`src/rtl/gem_trigger_pkg.sv`:
```
// rtl/gem_trigger_pkg.sv - K characters and frame-layout helpers for the GEM trigger link framer
package gem_trigger_pkg;

    localparam logic [7:0] K28_1 = 8'h3C;
    localparam logic [7:0] K28_5 = 8'hBC;
    localparam logic [7:0] K28_6 = 8'hDC;

    localparam int TEST_CNT_BITS = 24;

    function automatic int frame_bits(input int frame_words);
        return frame_words * 16;
    endfunction

    function automatic int payload_bits(input int frame_words);
        return frame_words * 16 - 8;
    endfunction

    function automatic int group_bits(input int clusters_per_group, input int cluster_bits);
        return clusters_per_group * cluster_bits;
    endfunction

endpackage

```
`src/rtl/trigger_link_serializer.sv`:
```
// rtl/trigger_link_serializer.sv - per-lane frame latch, word mux and single-bit error injection
module trigger_link_serializer
    import gem_trigger_pkg::*;
#(
    parameter int FRAME_WORDS = 4,
    parameter int WCNT_BITS   = 2,
    parameter bit ERR_LANE    = 1'b0
) (
    input  logic                     clk_160,
    input  logic                     reset,
    input  logic                     load,
    input  logic [FRAME_WORDS*16-1:0] frame,
    input  logic [WCNT_BITS-1:0]     word_sel,
    input  logic                     inj_err,
    output logic [15:0]              tx_data,
    output logic [1:0]               tx_isk
);

    logic [FRAME_WORDS*16-1:0] frame_q;
    logic [FRAME_WORDS*16-1:0] frame_src;
    logic [15:0]               word;
    logic                      inj_pending;

    // Word 0 of a new frame goes out straight from the input on the latch cycle.
    assign frame_src = load ? frame : frame_q;
    assign word      = frame_src[word_sel*16 +: 16];

    always_ff @(posedge clk_160) begin
        if (reset) begin
            frame_q     <= '0;
            tx_data     <= {8'h00, K28_5};
            tx_isk      <= 2'b01;
            inj_pending <= 1'b0;
        end else begin
            if (load) begin
                frame_q <= frame;
            end
            tx_data     <= word ^ {7'd0, (ERR_LANE && inj_pending), 8'd0};
            tx_isk      <= (word_sel == '0) ? 2'b01 : 2'b00;
            inj_pending <= ERR_LANE && inj_err;
        end
    end

endmodule

```
`src/rtl/trigger_link_framer.sv`:
```
// rtl/trigger_link_framer.sv - fixed-latency GEM trigger framer with generic link-to-group map
module trigger_link_framer
    import gem_trigger_pkg::*;
#(
    parameter int NUM_LINKS          = 4,
    parameter int NUM_GROUPS         = 2,
    parameter int CLUSTERS_PER_GROUP = 4,
    parameter int CLUSTER_BITS       = 14,
    parameter int FRAME_WORDS        = 4,
    parameter int BC0_PERIOD         = 3564
) (
    input  logic                                             clk_160,
    input  logic                                             reset,
    input  logic                                             bx_strobe,
    input  logic                                             ttc_resync,
    input  logic [NUM_GROUPS*CLUSTERS_PER_GROUP*CLUSTER_BITS-1:0] clusters,
    input  logic                                             overflow,
    input  logic                                             ena_test_pat,
    input  logic                                             inj_err,
    output logic [NUM_LINKS*16-1:0]                          tx_data,
    output logic [NUM_LINKS*2-1:0]                           tx_isk,
    output logic                                             frame_start,
    output logic                                             bc0_out,
    output logic [7:0]                                       sync_err_cnt
);

    localparam int FRAME_BITS   = frame_bits(FRAME_WORDS);
    localparam int PAYLOAD_BITS = payload_bits(FRAME_WORDS);
    localparam int GROUP_BITS   = group_bits(CLUSTERS_PER_GROUP, CLUSTER_BITS);
    localparam int WCNT_BITS    = (FRAME_WORDS > 1) ? $clog2(FRAME_WORDS) : 1;
    localparam int BX_BITS      = (BC0_PERIOD > 1) ? $clog2(BC0_PERIOD) : 1;
    localparam logic [WCNT_BITS-1:0] LAST_WORD = WCNT_BITS'(FRAME_WORDS - 1);
    localparam logic [BX_BITS-1:0]   LAST_BX   = BX_BITS'(BC0_PERIOD - 1);

    if (GROUP_BITS + 8 != FRAME_BITS) begin : g_layout_err
        $error("cluster payload does not fill the frame");
    end

    logic [WCNT_BITS-1:0]     word_cnt;
    logic [WCNT_BITS-1:0]     word_nxt;
    logic [BX_BITS-1:0]       bx_cnt;
    logic [BX_BITS-1:0]       bx_base;
    logic [TEST_CNT_BITS-1:0] frame_cnt;
    logic                     overflow_pending;
    logic                     resync_pending;
    logic                     at_last;
    logic                     latch;
    logic                     is_bc0;
    logic [7:0]               ctrl;
    logic [PAYLOAD_BITS-1:0]  test_payload;

    assign at_last  = (word_cnt == LAST_WORD);
    assign latch    = bx_strobe || at_last;
    // A resync, pending or arriving on the latch cycle itself, makes this latch the BC0.
    assign bx_base  = (ttc_resync || resync_pending) ? '0 : bx_cnt;
    assign is_bc0   = (bx_base == '0);
    assign word_nxt = latch ? '0 : word_cnt + 1'b1;

    always_comb begin
        ctrl = K28_5;
        if (is_bc0) begin
            ctrl = K28_1;
        end else if (overflow || overflow_pending) begin
            ctrl = K28_6;
        end
    end

    always_comb begin
        test_payload = '0;
        for (int i = 0; i < PAYLOAD_BITS; i++) begin
            test_payload[i] = frame_cnt[i % TEST_CNT_BITS];
        end
    end

    always_ff @(posedge clk_160) begin
        if (reset) begin
            word_cnt         <= LAST_WORD;
            bx_cnt           <= '0;
            frame_cnt        <= '0;
            overflow_pending <= 1'b0;
            resync_pending   <= 1'b0;
            frame_start      <= 1'b0;
            bc0_out          <= 1'b0;
            sync_err_cnt     <= 8'd0;
        end else begin
            word_cnt    <= word_nxt;
            frame_start <= latch;
            bc0_out     <= latch && is_bc0;
            if (bx_strobe && !at_last && sync_err_cnt != 8'hFF) begin
                sync_err_cnt <= sync_err_cnt + 8'd1;
            end
            if (latch) begin
                bx_cnt           <= (bx_base == LAST_BX) ? '0 : bx_base + 1'b1;
                frame_cnt        <= frame_cnt + 1'b1;
                overflow_pending <= is_bc0 && (overflow || overflow_pending);
                resync_pending   <= 1'b0;
            end else if (ttc_resync) begin
                resync_pending <= 1'b1;
            end
        end
    end

    for (genvar i = 0; i < NUM_LINKS; i++) begin : g_lane
        localparam int GROUP = i % NUM_GROUPS;
        logic [PAYLOAD_BITS-1:0] payload;

        assign payload = ena_test_pat ? test_payload : clusters[GROUP*GROUP_BITS +: GROUP_BITS];

        trigger_link_serializer #(
            .FRAME_WORDS (FRAME_WORDS),
            .WCNT_BITS   (WCNT_BITS),
            .ERR_LANE    (i == 0)
        ) u_serializer (
            .clk_160  (clk_160),
            .reset    (reset),
            .load     (latch),
            .frame    ({payload, ctrl}),
            .word_sel (word_nxt),
            .inj_err  (inj_err),
            .tx_data  (tx_data[16*i +: 16]),
            .tx_isk   (tx_isk[2*i +: 2])
        );
    end

endmodule

```
`config.mk`:
```
export PLATFORM = sky130hd
export DESIGN_NAME = trigger_link_framer
export DESIGN_NICKNAME = d
export VERILOG_FILES = /design/src/rtl/gem_trigger_pkg.sv /design/src/rtl/trigger_link_serializer.sv /design/src/rtl/trigger_link_framer.sv
export SDC_FILE = /design/constraint.sdc
export NUM_CORES = 1
export LEC_CHECK = 0
export BUFFER_PORTS_ARGS = -buffer_cell sky130_fd_sc_hd__buf_2
export CAP_MARGIN = 10
export CORE_MARGIN = 2
export CORE_UTILIZATION = 53
export DETAILED_ROUTE_END_ITERATION = 10
export GPL_ROUTABILITY_DRIVEN = 0
export PLACE_DENSITY = 0.8
export SLEW_MARGIN = 40
export SYNTH_ARGS = -nofsm -noshare
export SYNTH_HDL_FRONTEND = slang
export SYNTH_HIERARCHICAL = 1
export SYNTH_SLANG_ARGS = --single-unit
```
`constraint.sdc`:
```
create_clock -name clk_160 -period 3.2 [get_ports clk_160]
set_input_delay 0.16 -clock clk_160 [delete_from_list [all_inputs] [get_ports clk_160]]
set_output_delay 0.16 -clock clk_160 [all_outputs]
set_load 0.005 [all_outputs]
```
Word-level counts from Yosys, hierarchy flattened
Index checks and enable logic that the tools add are counted.
Operators by class
  shift operators: 4
  muxes and demuxes: 12
  add/subtract/negate cells: 4
  reductions and logical operators: 11
  bitwise logic cells: 1
  eq/ne operators: 3
Operator list (number)
  $mux W64: 4
  $shiftx A64 B7 Y16: 4
  $mux W56: 2
  $add A24 B1 Y24 const B: 1
  $mux W12: 2
  $xor A16 B9 Y16: 1
  $add A12 B1 Y12 const B: 1
  $eq A12 B12 Y1 const B: 1
  $logic_not A12 Y1: 1
  $add A8 B1 Y8 const B: 1
  $mux W8: 1
  $ne A8 B8 Y1 const B: 1
  $mux W7: 1
  $logic_and A1 B1 Y1: 4
  $logic_or A1 B1 Y1: 3
  $add A2 B1 Y2 const B: 1
  $eq A2 B2 Y1 const B: 1
  $logic_not A2 Y1: 1
  $mux W2: 1
  $reduce_or A2 Y1: 1
  $logic_not A1 Y1: 1
  $mux W1: 1
Word-level totals
  input bits: 119
  register bits: 373

Depth between registers and ports, before layout
Gate-level depths: netlist (run 1).
  depth after elaboration: 7
  mapped depth: 11

Cells and area by module
Netlist (run 1), hierarchy kept.
By module, submodules not included
  trigger_link_serializer (g_lane[1].u_serializer ...): instances 3, sequential area each 1621.6 um2, cells an instance 312, area each 3313.2 um2
  trigger_link_framer: instances 1, sequential area each 1001.0 um2, cells an instance 542, area each 3535.9 um2
  trigger_link_serializer (g_lane[0].u_serializer): instances 1, sequential area each 1641.6 um2, cells an instance 307, area each 3474.6 um2

Worst setup path after synthesis (run 1)
OpenSTA, ideal clock, no wires.
  path kind: reg-to-reg
  start: register word_cnt[0]
  end: register g_lane[0].u_serializer.tx_data[10]
  period minus slack after synthesis: 3491 ps
  stages on the path, launching flop included: 11
  library setup time: 128 ps
  data arrival time: 3363 ps
  setup slack: -291 ps
  path buffers: 3
  cells stage by stage: dfxtp_1 > ha_1 > nor2_1 > inv_1 > clkbuf_1 > nor2_1 > buf_2 > buf_1 > mux4_2 > mux2i_1 > nor2_1
On the way
  cells in the longest elaborated chain, start to end: 5
  elaborated cells between the ends (all ways): 7
  classes of those cells: add/sub: 1; eq/ne: 1; shift: 1; mux: 2; bitwise: 1; reduce/logical: 1
RTL lines
  start, declared: line trigger_link_framer.sv:39  | logic [WCNT_BITS-1:0] word_cnt;
  start signal, assigned: line trigger_link_framer.sv:86  | word_cnt <= word_nxt;
  $eq A2 B2 Y1: line trigger_link_framer.sv:52  | assign at_last = (word_cnt == LAST_WORD);
  $logic_or A1 B1 Y1: line trigger_link_framer.sv:53  | assign latch = bx_strobe || at_last;
  named net latch: line trigger_link_framer.sv:47  | logic latch;
  $mux W2: line trigger_link_framer.sv:57  | assign word_nxt = latch ? '0 : word_cnt + 1'b1;
  named net word_nxt[0]: line trigger_link_framer.sv:40  | logic [WCNT_BITS-1:0] word_nxt;
  $shiftx A64 B7 Y16: line trigger_link_serializer.sv:26  | assign word = frame_src[word_sel*16 +: 16];
  $xor A16 B9 Y16: line trigger_link_serializer.sv:38  | tx_data <= word ^ {7'd0, (ERR_LANE && inj_pending), 8'd0};
  end signal, assigned: line trigger_link_serializer.sv:31  | tx_data <= {8'h00, K28_5};
  end signal, assigned: line trigger_link_serializer.sv:38
  end, declared: line trigger_link_serializer.sv:15  | output logic [15:0] tx_data,
The timed path passes the listed nets, and every way through them passes these cells.
A chain may end at the register's enable or synchronous reset.

Worst setup path in the final report (run 1)
  start: register word_cnt[0]
  end: register g_lane[1].u_serializer.tx_data[8]
On the way
  cells in the longest elaborated chain, start to end: 4
  elaborated cells between the ends (all ways): 6
  classes of those cells: add/sub: 1; eq/ne: 1; shift: 1; mux: 2; reduce/logical: 1
RTL lines (line)
  parallel branches: the longest is 3 deep, another holds $add A2 B1 Y2
  $shiftx A64 B7 Y16 (*): trigger_link_serializer.sv:26
  end signal, assigned: trigger_link_serializer.sv:31
  end signal, assigned: trigger_link_serializer.sv:38
  end, declared: trigger_link_serializer.sv:15
Mark *: on every way between the ends.

==> metrics.md, run 1 <==
| Metric | Value |
|---|---|
| Status | complete, no violations |
| EDFF count, synth | 0 |
| Post-synthesis cell area | 0.01695 mm² |
| Clock-pin slew on the worst setup and hold paths | 0.06 ns |
| F_max | 352.9 MHz |
| DR vias/cell | 5.826 |
| Clk sinks | 375 |
| Minimum hold slack | 0.02209 ns |
| H-tree depth | 2 |
| Core Region | 0.03156 mm² |
| Critical R2R Launch | word_cnt[0]$_SDFF_PP1_ |
| Detailed Place HPWL | 31940 µm |
| GRT Overall Usage | 0.2741 |
| CTS tree | built |
| Overall power | 11.16 mW |
| CP Class | reg -> reg |
| Max-cap violations | 0 |
| Vert. Die Dim | 182.8 µm |
| Clock tree root driver cell | clkbuf_16 |
| Reg power frac | 0.455 |
| Filler instances | 2630 |
| Post-synthesis register bit count | 375 |
| DR DRC count | 0 |
| Setup Fix Bufs, Post-CTS | 0 |
| Most frequent cells after synthesis | dfxtp_1, mux2i_1, nor2_1, o21ai_0, inv_1 |
| Die area | 0.03343 mm² |
| Share of the clock period used by the worst path | 0.8854 |
| Pre-antenna DRT Iters | 6 |
| Worst path slowest cell | buf_4 |
| Clock buffer depth | 3 |
| Post-Syn Area per Cell | 9.496 µm² |
| WP buf/inv | 3 |
| First-pass GRT wire length | 72110 µm |
| Comb pwr share | 0.141 |
| Area leader, netlist | dfxtp_1 |
| Crit end category | register |
| Leak Pwr | 9.059 nW |
| WP data required | 3.58 ns |
| CTS Buf Count | 40 |
| Final hold violation count | 0 |
| CP top delay family | buffers and inverters |
| Port Buf Inserts | 196 |
| Clock Power Share | 0.404 |
| Worst path cell trace | ha_1, nor2_1, inv_8, buf_12, buf_4, mux2i_1, o22a_1, a21oi_2 |
| Multi-input logic area | 0.008348 mm² |
| Crit-path max cell delay | 0.45 ns |
| P_int | 8.278 mW |
| Via Count | 13890 |
| Max-slew headroom | 0.4710 |
| R2r endpoint | g_lane[1].u_serializer/tx_data[8]$_SDFF_PP0_ |
| Net Switching | 2.884 mW |
| Ports | 201 |
| # rows | 65 |
| Unrepaired setup endpoints after global routing | no |
| Antenna Nets Post-Route | 0 |
| Post-synthesis cell type count | 64 |
| Worst skew pair latency | 0.52 ns |
| CP arrival | 3.21 ns |
| Pin count of the biggest net entering global routing | 153 |
| Setup tns final | 0 ns |
| Starting Density | 0.5372 |
| Share of cells above drive strength 1 | 0.1696 |
| Initial antenna violation count | 3 |
| Synth top area share | 0.4429 |
| Worst slew pin tran | 0.7852 ns |
| Worst setup path end | g_lane[1].u_serializer/tx_data[8]$_SDFF_PP0_ |
| Area Overhead vs Synth | 14.20% |
| Primary FF master, synth | dfxtp_1 |
| Critical Path Stages | 8 |
| Sw Ratio | 0.2584 |
| Ranking of synthesized cells by area | dfxtp_1, mux2i_1, nor2_1 |
| Routed Wire Length | 46790 µm |
| Sequential area share after synthesis | 0.4429 |
| R2R setup slack | 0.37 ns |
| Startpoint types | register |
| Worst vdd ir | 430.4 µV |
| Register area | 0.007507 mm² |
| Count leader, synth | dfxtp_1 |
| Die X | 182.8 µm |
| Number of global-route vias before repair | 13230 |
| Final setup vio count | 0 |
| Worst hold path class | in -> reg |
| Final min period | 2.833 ns |
| Remaining Overflow, GRT | 0 |
| Initial DRC Count | 1444 |
| Crit. Startpoint | word_cnt[0]$_SDFF_PP1_ |
| Pwr dens | 576.6 mW/mm² |
| Nets | 2077 |
| Warnings from Yosys | 6 |
| Routed WL per cell | 19.63 µm |
| Slew Limit Fails | 0 |
| Gate Count Post-Synth | 1785 |
| Crit path max fanout | 76 |
| Post_cts resized | 0 |
| Asr flop ratio synth | 0 |
| Skew final | 0.01065 ns |
| Worst R2R Path Depth | 8 |
==> through the flow <==
stage                     utilization  setup WS [ns]  instances  area, µm²
final                          0.6134         0.3667       2384      19360
after global placement         0.5724         0.5163       2313      18060
after global routing           0.6134         0.2449       2383      19350
after CTS                      0.6134         0.4300       2383      19350
after detailed placement       0.5724         0.4644       2313      18060
after floorplan                     -        0.03740       1816      17070
==> logic make-up (layout without fill, tap and decap cells) <==
kind of cell,after synthesis,in the layout,share of synthesized area
and+or+nand+nor,458,458,0.1216
DFF,375,375,0.4429
muxes,345,345,0.2194
AOI/OAI and AO/OA,334,334,0.1315
buffers and inverters,247,412,0.07205
xor gates and xnor gates,16,16,0.008268
other,6,38,0.001329
adders and majority gates,4,4,0.002953
==> worst min-delay path: stages <==
cell and delay, ns:
buf_2 0.14, a21oi_1 0.13, a211oi_1 0.06
==> power groups by stage <==
stage	Clock [mW]	Combinational [mW]	Sequential [mW]
after floorplan	0	1.15	5.14
after global placement	0	1.52	5.17
after detailed placement	0	1.55	5.17
after CTS	4.57	1.56	5.08
after global routing	4.78	1.71	5.10
final	4.51	1.58	5.08
==> state kept, by name, summed over array words and instances, names as in the netlist <==
register,cells
bc0_out,1
bx_cnt,12
frame_cnt,24
frame_start,1
g_lane.u_serializer/frame_q,256
g_lane.u_serializer/inj_pending,1
g_lane.u_serializer/tx_data,64
g_lane.u_serializer/tx_isk,4
overflow_pending,1
resync_pending,1
sync_err_cnt,8
word_cnt,2
==> layout by cell type, fill, tap and decap left out, drive strengths merged, types with 47 or more instances in the layout <==
| cell | synthesis | final |
|---|---|---|
| clkbuf | 55 | 57 |
| o21ai | 124 | 124 |
| nand2 | 47 | 47 |
| inv | 121 | 121 |
| buf | 71 | 221 |
| a21oi | 51 | 51 |
| mux2i | 322 | 322 |
| nor2 | 295 | 295 |
| dfxtp | 375 | 375 |
| o22a | 66 | 66 |
==> final cells by class <==
type | instances | area share
Clock inverter | 12 | 0.004912
Antenna cell | 1 | 0.0001293
Multi-Input combinational cell | 1194 | 0.4313
Inverter | 121 | 0.02385
Tap cell | 402 | 0.02598
Sequential cell | 375 | 0.3878
Timing Repair Buffer | 222 | 0.06477
Clock buffer | 57 | 0.06128
==> routing by layer <==
| layer | vias up | track usage | wire, µm | share of wire |
|---|---|---|---|---|
| met3 | 134 | 0.05957 | 4207 | 0.090 |
| met2 | 621 | 0.4298 | 20890 | 0.45 |
| met1 | 6630 | 0.3654 | 19640 | 0.42 |
| met5 | - | 0 | 13 | 0.00028 |
| li1 | 6501 | - | - | - |
| met4 | 2 | 0.1210 | 2037 | 0.044 |
==> repair_timing <==
item | in CTS | in global routing
setup endpoints to repair | 0 | 0
hold endpoints to repair | 1 | 0
hold buffers | 1 | 0
==> how the worst min path moves through the flow <==
stage / start / endpoint / slack, ns / cells past startpoint
after global placement: inj_err / g_lane[0].u_serializer/inj_pending$_SDFF_PP0_ / 0.39 / 2
after global routing: overflow / overflow_pending$_SDFFE_PP0N_ / 0.03 / 3
after detailed placement: inj_err / g_lane[0].u_serializer/inj_pending$_SDFF_PP0_ / 0.38 / 2
after CTS: overflow / overflow_pending$_SDFFE_PP0N_ / 0.006 / 3
after floorplan: inj_err / g_lane[0].u_serializer/inj_pending$_SDFF_PP0_ / 0.29 / 1
final: overflow / overflow_pending$_SDFFE_PP0N_ / 0.02 / 3
(Power assumes the default switching activity.)
==> run 2: changes to the inputs <==
--- a/config.mk
+++ b/config.mk
@@ -8,10 +8,10 @@
 export BUFFER_PORTS_ARGS = -buffer_cell sky130_fd_sc_hd__buf_2
 export CAP_MARGIN = 10
 export CORE_MARGIN = 2
-export CORE_UTILIZATION = 53
+export CORE_UTILIZATION = 30
 export DETAILED_ROUTE_END_ITERATION = 10
 export GPL_ROUTABILITY_DRIVEN = 0
-export PLACE_DENSITY = 0.8
+export PLACE_DENSITY = 0.52
 export SLEW_MARGIN = 40
 export SYNTH_ARGS = -nofsm -noshare
 export SYNTH_HDL_FRONTEND = slang
==> metrics.md, run 2 (synthesized netlist as in run 1, its figures left out) <==
| Metric | Value |
|---|---|
| Status | complete, no violations |
| Largest reg by FF count | g_lane.u_serializer/frame_q |
| Die X | 241.7 µm |
| Critical R2R Launch | word_cnt[0]$_SDFF_PP1_ |
| Share of cells above drive strength 1 | 0.1735 |
| Detailed Place HPWL | 38410 µm |
| Skew final | 0.02493 ns |
| GRT Overall Usage | 0.1800 |
| Critical hold path startpoint | reset |
| Remaining Overflow, GRT | 0 |
| Final hold violation count | 0 |
| Max FFs per register | 256 |
| Antenna Cells | 0 |
| Max-cap violations | 0 |
| Worst skew pair latency | 0.57 ns |
| R2R setup slack | 0.37 ns |
| Setup tns final | 0 ns |
| DR DRC count | 0 |
| Commonest non-fill, non-tap cells in the layout | dfxtp_1, mux2i_1, nor2_1, buf_2, o21ai_0 |
| Initial DRC Count | 925 |
| Endpoint with the worst hold slack | frame_cnt[8]$_SDFFE_PP0N_ |
| Crit end category | register |
| Slew Limit Fails | 0 |
| Minimum hold slack | 0.09105 ns |
| CTS Buf Count | 43 |
| Hold path cells | 2 |
| Worst vdd ir | 450.8 µV |
| CP Class | reg -> reg |
| Share of the clock period used by the worst path | 0.8856 |
| Via Count | 13530 |
| Commonest non-fill, non-tap cell in the layout | dfxtp_1 |
| Post_cts resized | 0 |
| Final Core Density | 0.3566 |
| Ports | 201 |
| H-tree depth | 2 |
| Area Overhead vs Synth | 18.17% |
| Vert. Die Dim | 241.7 µm |
| Largest registers | g_lane.u_serializer/frame_q: 256 flops, g_lane.u_serializer/tx_data: 64 flops, frame_cnt: 24 flops |
| Startpoint types | register |
| Pwr dens | 583.1 mW/mm² |
| Unrepaired setup endpoints after global routing | no |
| Pin count of the biggest net entering global routing | 161 |
| Worst hold path class | in -> reg |
| Clock-pin slew on the worst setup and hold paths | 0.06 ns |
| Finished Layout Cells | 2756 |
| R2r endpoint | g_lane[1].u_serializer/tx_data[12]$_SDFF_PP0_ |
| Worst slew pin tran | 0.7554 ns |
| Pre-antenna DRT Iters | 6 |
| Nets | 2090 |
| Register area | 0.007507 mm² |
| Final setup vio count | 0 |
| Port Buf Inserts | 196 |
| Antenna Nets Post-Route | 0 |
| # rows | 87 |
| First-pass GRT wire length | 81090 µm |
| Multi-input logic area | 0.008353 mm² |
| Core Region | 0.05617 mm² |
| Number of global-route vias before repair | 13060 |
| Routed WL per cell | 19.70 µm |
| Setup Fix Bufs, Post-CTS | 0 |
| Starting Density | 0.3018 |
| Clock tree root driver cell | clkbuf_16 |
| Max-slew headroom | 0.4964 |
| Final min period | 2.834 ns |
| F_max | 352.9 MHz |
| Crit path max fanout | 28 |
| CTS tree | built |
| Filler instances | 5773 |
| CP arrival | 3.32 ns |
| Leak Pwr | 9.176 nW |
| DR vias/cell | 4.909 |
| Routed Wire Length | 54290 µm |
| Placed insts | 2674 |
| WP data required | 3.69 ns |
| Initial antenna violation count | 2 |
| Clk sinks | 375 |
| Worst R2R Path Depth | 8 |
| Clock buffer depth | 3 |
| Die area | 0.05842 mm² |
run 2: cell count changes in the layout (fill, tap and decap cells not counted), sizes merged:
cell / delta
clkbuf: +11
clkinvlp: -1
bufinv: +1
clkinv: -3
buf: +7
inv: +1
diode: -1
dlygate4sd3: +3
run 2: how the worst max path moves through the flow:
stage / startpoint / endpoint / cells past startpoint
2_1_floorplan: word_cnt[0]$_SDFF_PP1_ / g_lane[0].u_serializer/tx_data[10]$_SDFF_PP0_ / 10
3_3_place_gp: word_cnt[0]$_SDFF_PP1_ / g_lane[3].u_serializer/tx_data[12]$_SDFF_PP0_ / 8
3_5_place_dp: word_cnt[0]$_SDFF_PP1_ / g_lane[1].u_serializer/tx_data[15]$_SDFF_PP0_ / 8
4_1_cts: word_cnt[0]$_SDFF_PP1_ / g_lane[3].u_serializer/tx_data[12]$_SDFF_PP0_ / 8
5_1_grt: word_cnt[0]$_SDFF_PP1_ / g_lane[3].u_serializer/tx_data[13]$_SDFF_PP0_ / 8
6_report: word_cnt[0]$_SDFF_PP1_ / g_lane[1].u_serializer/tx_data[12]$_SDFF_PP0_ / 8
run 2: final cells by class:
cell class,instances,share of cell area
clock inverters,10,0.005747
multi-input cells,1194,0.4170
repair buffers,232,0.06671
clock buffers,68,0.06546
flip-flops and latches,375,0.3748
inverters,121,0.02305
well taps,756,0.04722
run 2: through the flow:
step           instance area, µm²  setup WS (ns)  total power, mW
4_1_cts                     20030         0.3752            11.83
6_report                    20030         0.3662            11.68
2_1_floorplan               17070        0.03740            6.286
5_1_grt                     20030         0.1633            12.20
3_5_place_dp                18560         0.3942            6.803
3_3_place_gp                18560         0.4680            6.780
run 2: layer usage:
layer	part of all wire	wire [µm]	GRT usage	up-vias
met5	0.00044	24	0	-
met4	0.024	1303	0.05283	4
met3	0.068	3684	0.03640	75
met2	0.45	24320	0.2830	406
met1	0.46	24950	0.2489	6534
li1	-	-	-	6510
run 2: worst max-delay path: stages (launching register included):
cell and delay, ns:
dfxtp_1 0.33, ha_1 0.27, nor2_1 0.44, inv_8 0.20, nor2_4 0.35, buf_4 0.26
nand2b_1 0.42, o22a_1 0.37, a21oi_1 0.12
run 2: power by group:
group | total, mW | internal, mW | switching, mW | leakage [nW]
logic | 1.62 | 0.681 | 0.937 | 5.40
clock network | 4.98 | 2.97 | 2.01 | 0.706
registers | 5.08 | 4.95 | 0.132 | 3.07
run 2: repair_timing:
item | in CTS | in global routing
hold buffers | 4 | 0
endpoints found under the hold margin | 4 | 0
endpoints found under the setup margin | 0 | 0
==> run 3: changes to the inputs <==
--- a/config.mk
+++ b/config.mk
@@ -5,8 +5,8 @@
 export SDC_FILE = /design/constraint.sdc
 export NUM_CORES = 1
 export LEC_CHECK = 0
+export ABC_AREA = 1
 export BUFFER_PORTS_ARGS = -buffer_cell sky130_fd_sc_hd__buf_2
-export CAP_MARGIN = 10
 export CORE_MARGIN = 2
 export CORE_UTILIZATION = 30
 export DETAILED_ROUTE_END_ITERATION = 10
==> metrics.md, run 3 <==
| Metric | Value |
|---|---|
| Crit. Startpoint | word_cnt[0]$_SDFF_PP1_ |
| Most frequent cell on the critical path | nand2_1 |
| Worst path cell trace | ha_1, nor2_4, inv_8, buf_12, inv_2, buf_12, nand2_1, nand2_1, nand2_1, nand2_1, inv_1, a21oi_1 |
| Crit end category | register |
| Area leader, netlist | dfxtp_1 |
| Synth Area in Adders | 0.002877 |
| Worst hold path class | in -> reg |
| Setup Fix Bufs, Post-CTS | 0 |
| Via Count | 16800 |
| Critical R2R Launch | word_cnt[0]$_SDFF_PP1_ |
| Leak Pwr | 9.713 nW |
| Post-synthesis register bit count | 375 |
| DR DRC count | 0 |
| Largest reg by FF count | g_lane.u_serializer/frame_q |
| Slew Limit Fails | 0 |
| Clock-pin slew on the worst setup and hold paths | 0.06 ns |
| Initial antenna violation count | 2 |
| Synth top area share | 0.4316 |
| Synth Area in XOR/XNOR | 0.004028 |
| Placed insts | 3433 |
| Largest family of logic cells by synthesized area | simple AND/OR/NAND/NOR gates |
| Clock buffer depth | 3 |
| Final setup vio count | 0 |
| Port Buf Inserts | 196 |
| Core Region | 0.05748 mm² |
| EDFF count, synth | 0 |
| CP arrival | 3.16 ns |
| WP buf/inv | 5 |
| Asr flop ratio synth | 0 |
| F_max | 373.2 MHz |
| Post-synthesis cell area | 0.01740 mm² |
| Antenna Nets Post-Route | 0 |
| Final hold violation count | 0 |
| Worst slew pin tran | 0.9608 ns |
| Clock tree root driver cell | clkbuf_16 |
| Unrepaired setup endpoints after global routing | no |
| Ranking of synthesized cells by area | dfxtp_1, nand2_1, inv_1 |
| Compound-Gate Fraction of Synth Area | 0.1292 |
| Pre-antenna DRT Iters | 5 |
| Crit-path max cell delay | 0.38 ns |
| Share of the clock period used by the worst path | 0.8373 |
| Synth Area in Simple Gates | 0.3044 |
| Worst vdd ir | 385.6 µV |
| Pin count of the biggest net entering global routing | 94 |
| Max-cap violations | 0 |
| Startpoint types | register |
| Max-slew headroom | 0.3527 |
| Warnings from Yosys | 6 |
| Post-Syn Area per Cell | 6.790 µm² |
| WP data required | 3.68 ns |
| Share of cells above drive strength 1 | 0.1428 |
| Die area | 0.05993 mm² |
| Count leader, synth | nand2_1 |
| Detailed Place HPWL | 44140 µm |
| Sequential area share after synthesis | 0.4316 |
| Nets | 2840 |
| Max FFs per register | 256 |
| Number of global-route vias before repair | 15800 |
| Die X | 244.8 µm |
| Starting Density | 0.3027 |
| Minimum hold slack | 0.02736 ns |
| Commonest non-fill, non-tap cells in the layout | nand2_1, dfxtp_1, inv_1, nor2_1, nand3_1 |
| R2R setup slack | 0.52 ns |
| Critical Path Stages | 12 |
| Final Core Density | 0.3541 |
| Post-synthesis mux area share | 0.008056 |
| H-tree depth | 2 |
| Skew final | 0.03451 ns |
| GRT Overall Usage | 0.1992 |
| CTS Buf Count | 43 |
| Routed WL per cell | 17.37 µm |
| Remaining Overflow, GRT | 0 |
| Routed Wire Length | 61020 µm |
| Crit path max fanout | 75 |
| R2r endpoint | g_lane[3].u_serializer/tx_data[13]$_SDFF_PP0_ |
| Setup tns final | 0 ns |
| CP Class | reg -> reg |
| Pwr dens | 579.2 mW/mm² |
| CP top delay family | buffers and inverters |
| Worst skew pair latency | 0.58 ns |
| First-pass GRT wire length | 91690 µm |
| Worst setup path end | g_lane[3].u_serializer/tx_data[13]$_SDFF_PP0_ |
| Clk sinks | 375 |
| Area Overhead vs Synth | 17.00% |
| Final min period | 2.680 ns |
| Gate Count Post-Synth | 2562 |
| Finished Layout Cells | 3513 |
| Status | complete, no violations |
| Initial DRC Count | 1584 |
| Primary FF master, synth | dfxtp_1 |
| DR vias/cell | 4.782 |
| Vert. Die Dim | 244.8 µm |
| Largest registers | g_lane.u_serializer/frame_q: 256 flops, g_lane.u_serializer/tx_data: 64 flops, frame_cnt: 24 flops |
| # rows | 88 |
| Ports | 201 |
| Worst path slowest cell | inv_2 |
| CTS tree | built |
| Commonest non-fill, non-tap cell in the layout | nand2_1 |
| Worst R2R Path Depth | 12 |
| Post-synthesis cell type count | 41 |
| Most frequent cells after synthesis | nand2_1, dfxtp_1, inv_1, nor2_1, nand3_1 |
run 3: what timing repair did:
item | 4_1_cts | 5_1_grt
hold buffers | 4 | 0
endpoints found under the setup margin | 0 | 0
hold endpoints to repair | 5 | 0
resized for setup | 0 | 0
run 3: cells by family after synthesis:
kind of cell,Yosys count
flops,375
mux,14
simple gates,1255
fa+ha+maj,4
other cells,6
compound gates,430
xor+xnor,8
buf+inv,470
run 3: worst min-delay path by stage:
stage                  start                                             to  depth (start not counted)
4_1_cts        clusters[105]  g_lane[3].u_serializer/frame_q[57]$_SDFF_PP0_                          5
5_1_grt            bx_strobe                   sync_err_cnt[6]$_SDFFE_PP0P_                          5
3_5_place_dp         inj_err  g_lane[0].u_serializer/inj_pending$_SDFF_PP0_                          3
3_3_place_gp         inj_err  g_lane[0].u_serializer/inj_pending$_SDFF_PP0_                          3
2_1_floorplan        inj_err  g_lane[0].u_serializer/inj_pending$_SDFF_PP0_                          2
6_report        clusters[81]  g_lane[3].u_serializer/frame_q[33]$_SDFF_PP0_                          5
run 3: layout make-up:
type                    instances  area [µm²]
clock buffers                  65        1260
well taps                     765       957.2
fillers                      6268       37120
multi-input cells            1735        7908
clock inverters                 9       110.1
repair buffers                228        1344
diodes                          2       5.005
flip-flops and latches        375        7507
inverters                     334        1261
run 3: tightest hold or removal path, stage by stage:
cell	delay [ns]
buf_2	0.10
inv_1	0.04
o21ai_0	0.09
nand2_1	0.10
a21oi_1	0.06
run 3: metal layers:
metal | track usage | part of all wire
met5 | 0 | 0
met4 | 0.08572 | 0.041
met3 | 0.03925 | 0.083
met2 | 0.3149 | 0.44
met1 | 0.2635 | 0.43
run 3: through the flow:
step | total power [mW] | setup WS, ns | area (µm²)
global placement | 6.986 | 0.5902 | 18940
finish | 11.79 | 0.5205 | 20350
detailed placement | 6.995 | 0.5688 | 18940
CTS | 11.92 | 0.5207 | 20350
floorplan | 6.380 | 0.7558 | 17460
global route | 12.34 | 0.3264 | 20350
run 3: power breakdown:
| part | internal (mW) | switching (mW) | leakage [nW] | total [mW] |
|---|---|---|---|---|
| Combinational | 0.597 | 1.20 | 5.95 | 1.80 |
| Sequential | 5.00 | 0.104 | 3.09 | 5.11 |
| Clock | 2.87 | 2.01 | 0.674 | 4.88 |
| Total | 8.47 | 3.32 | 9.71 | 11.8 |
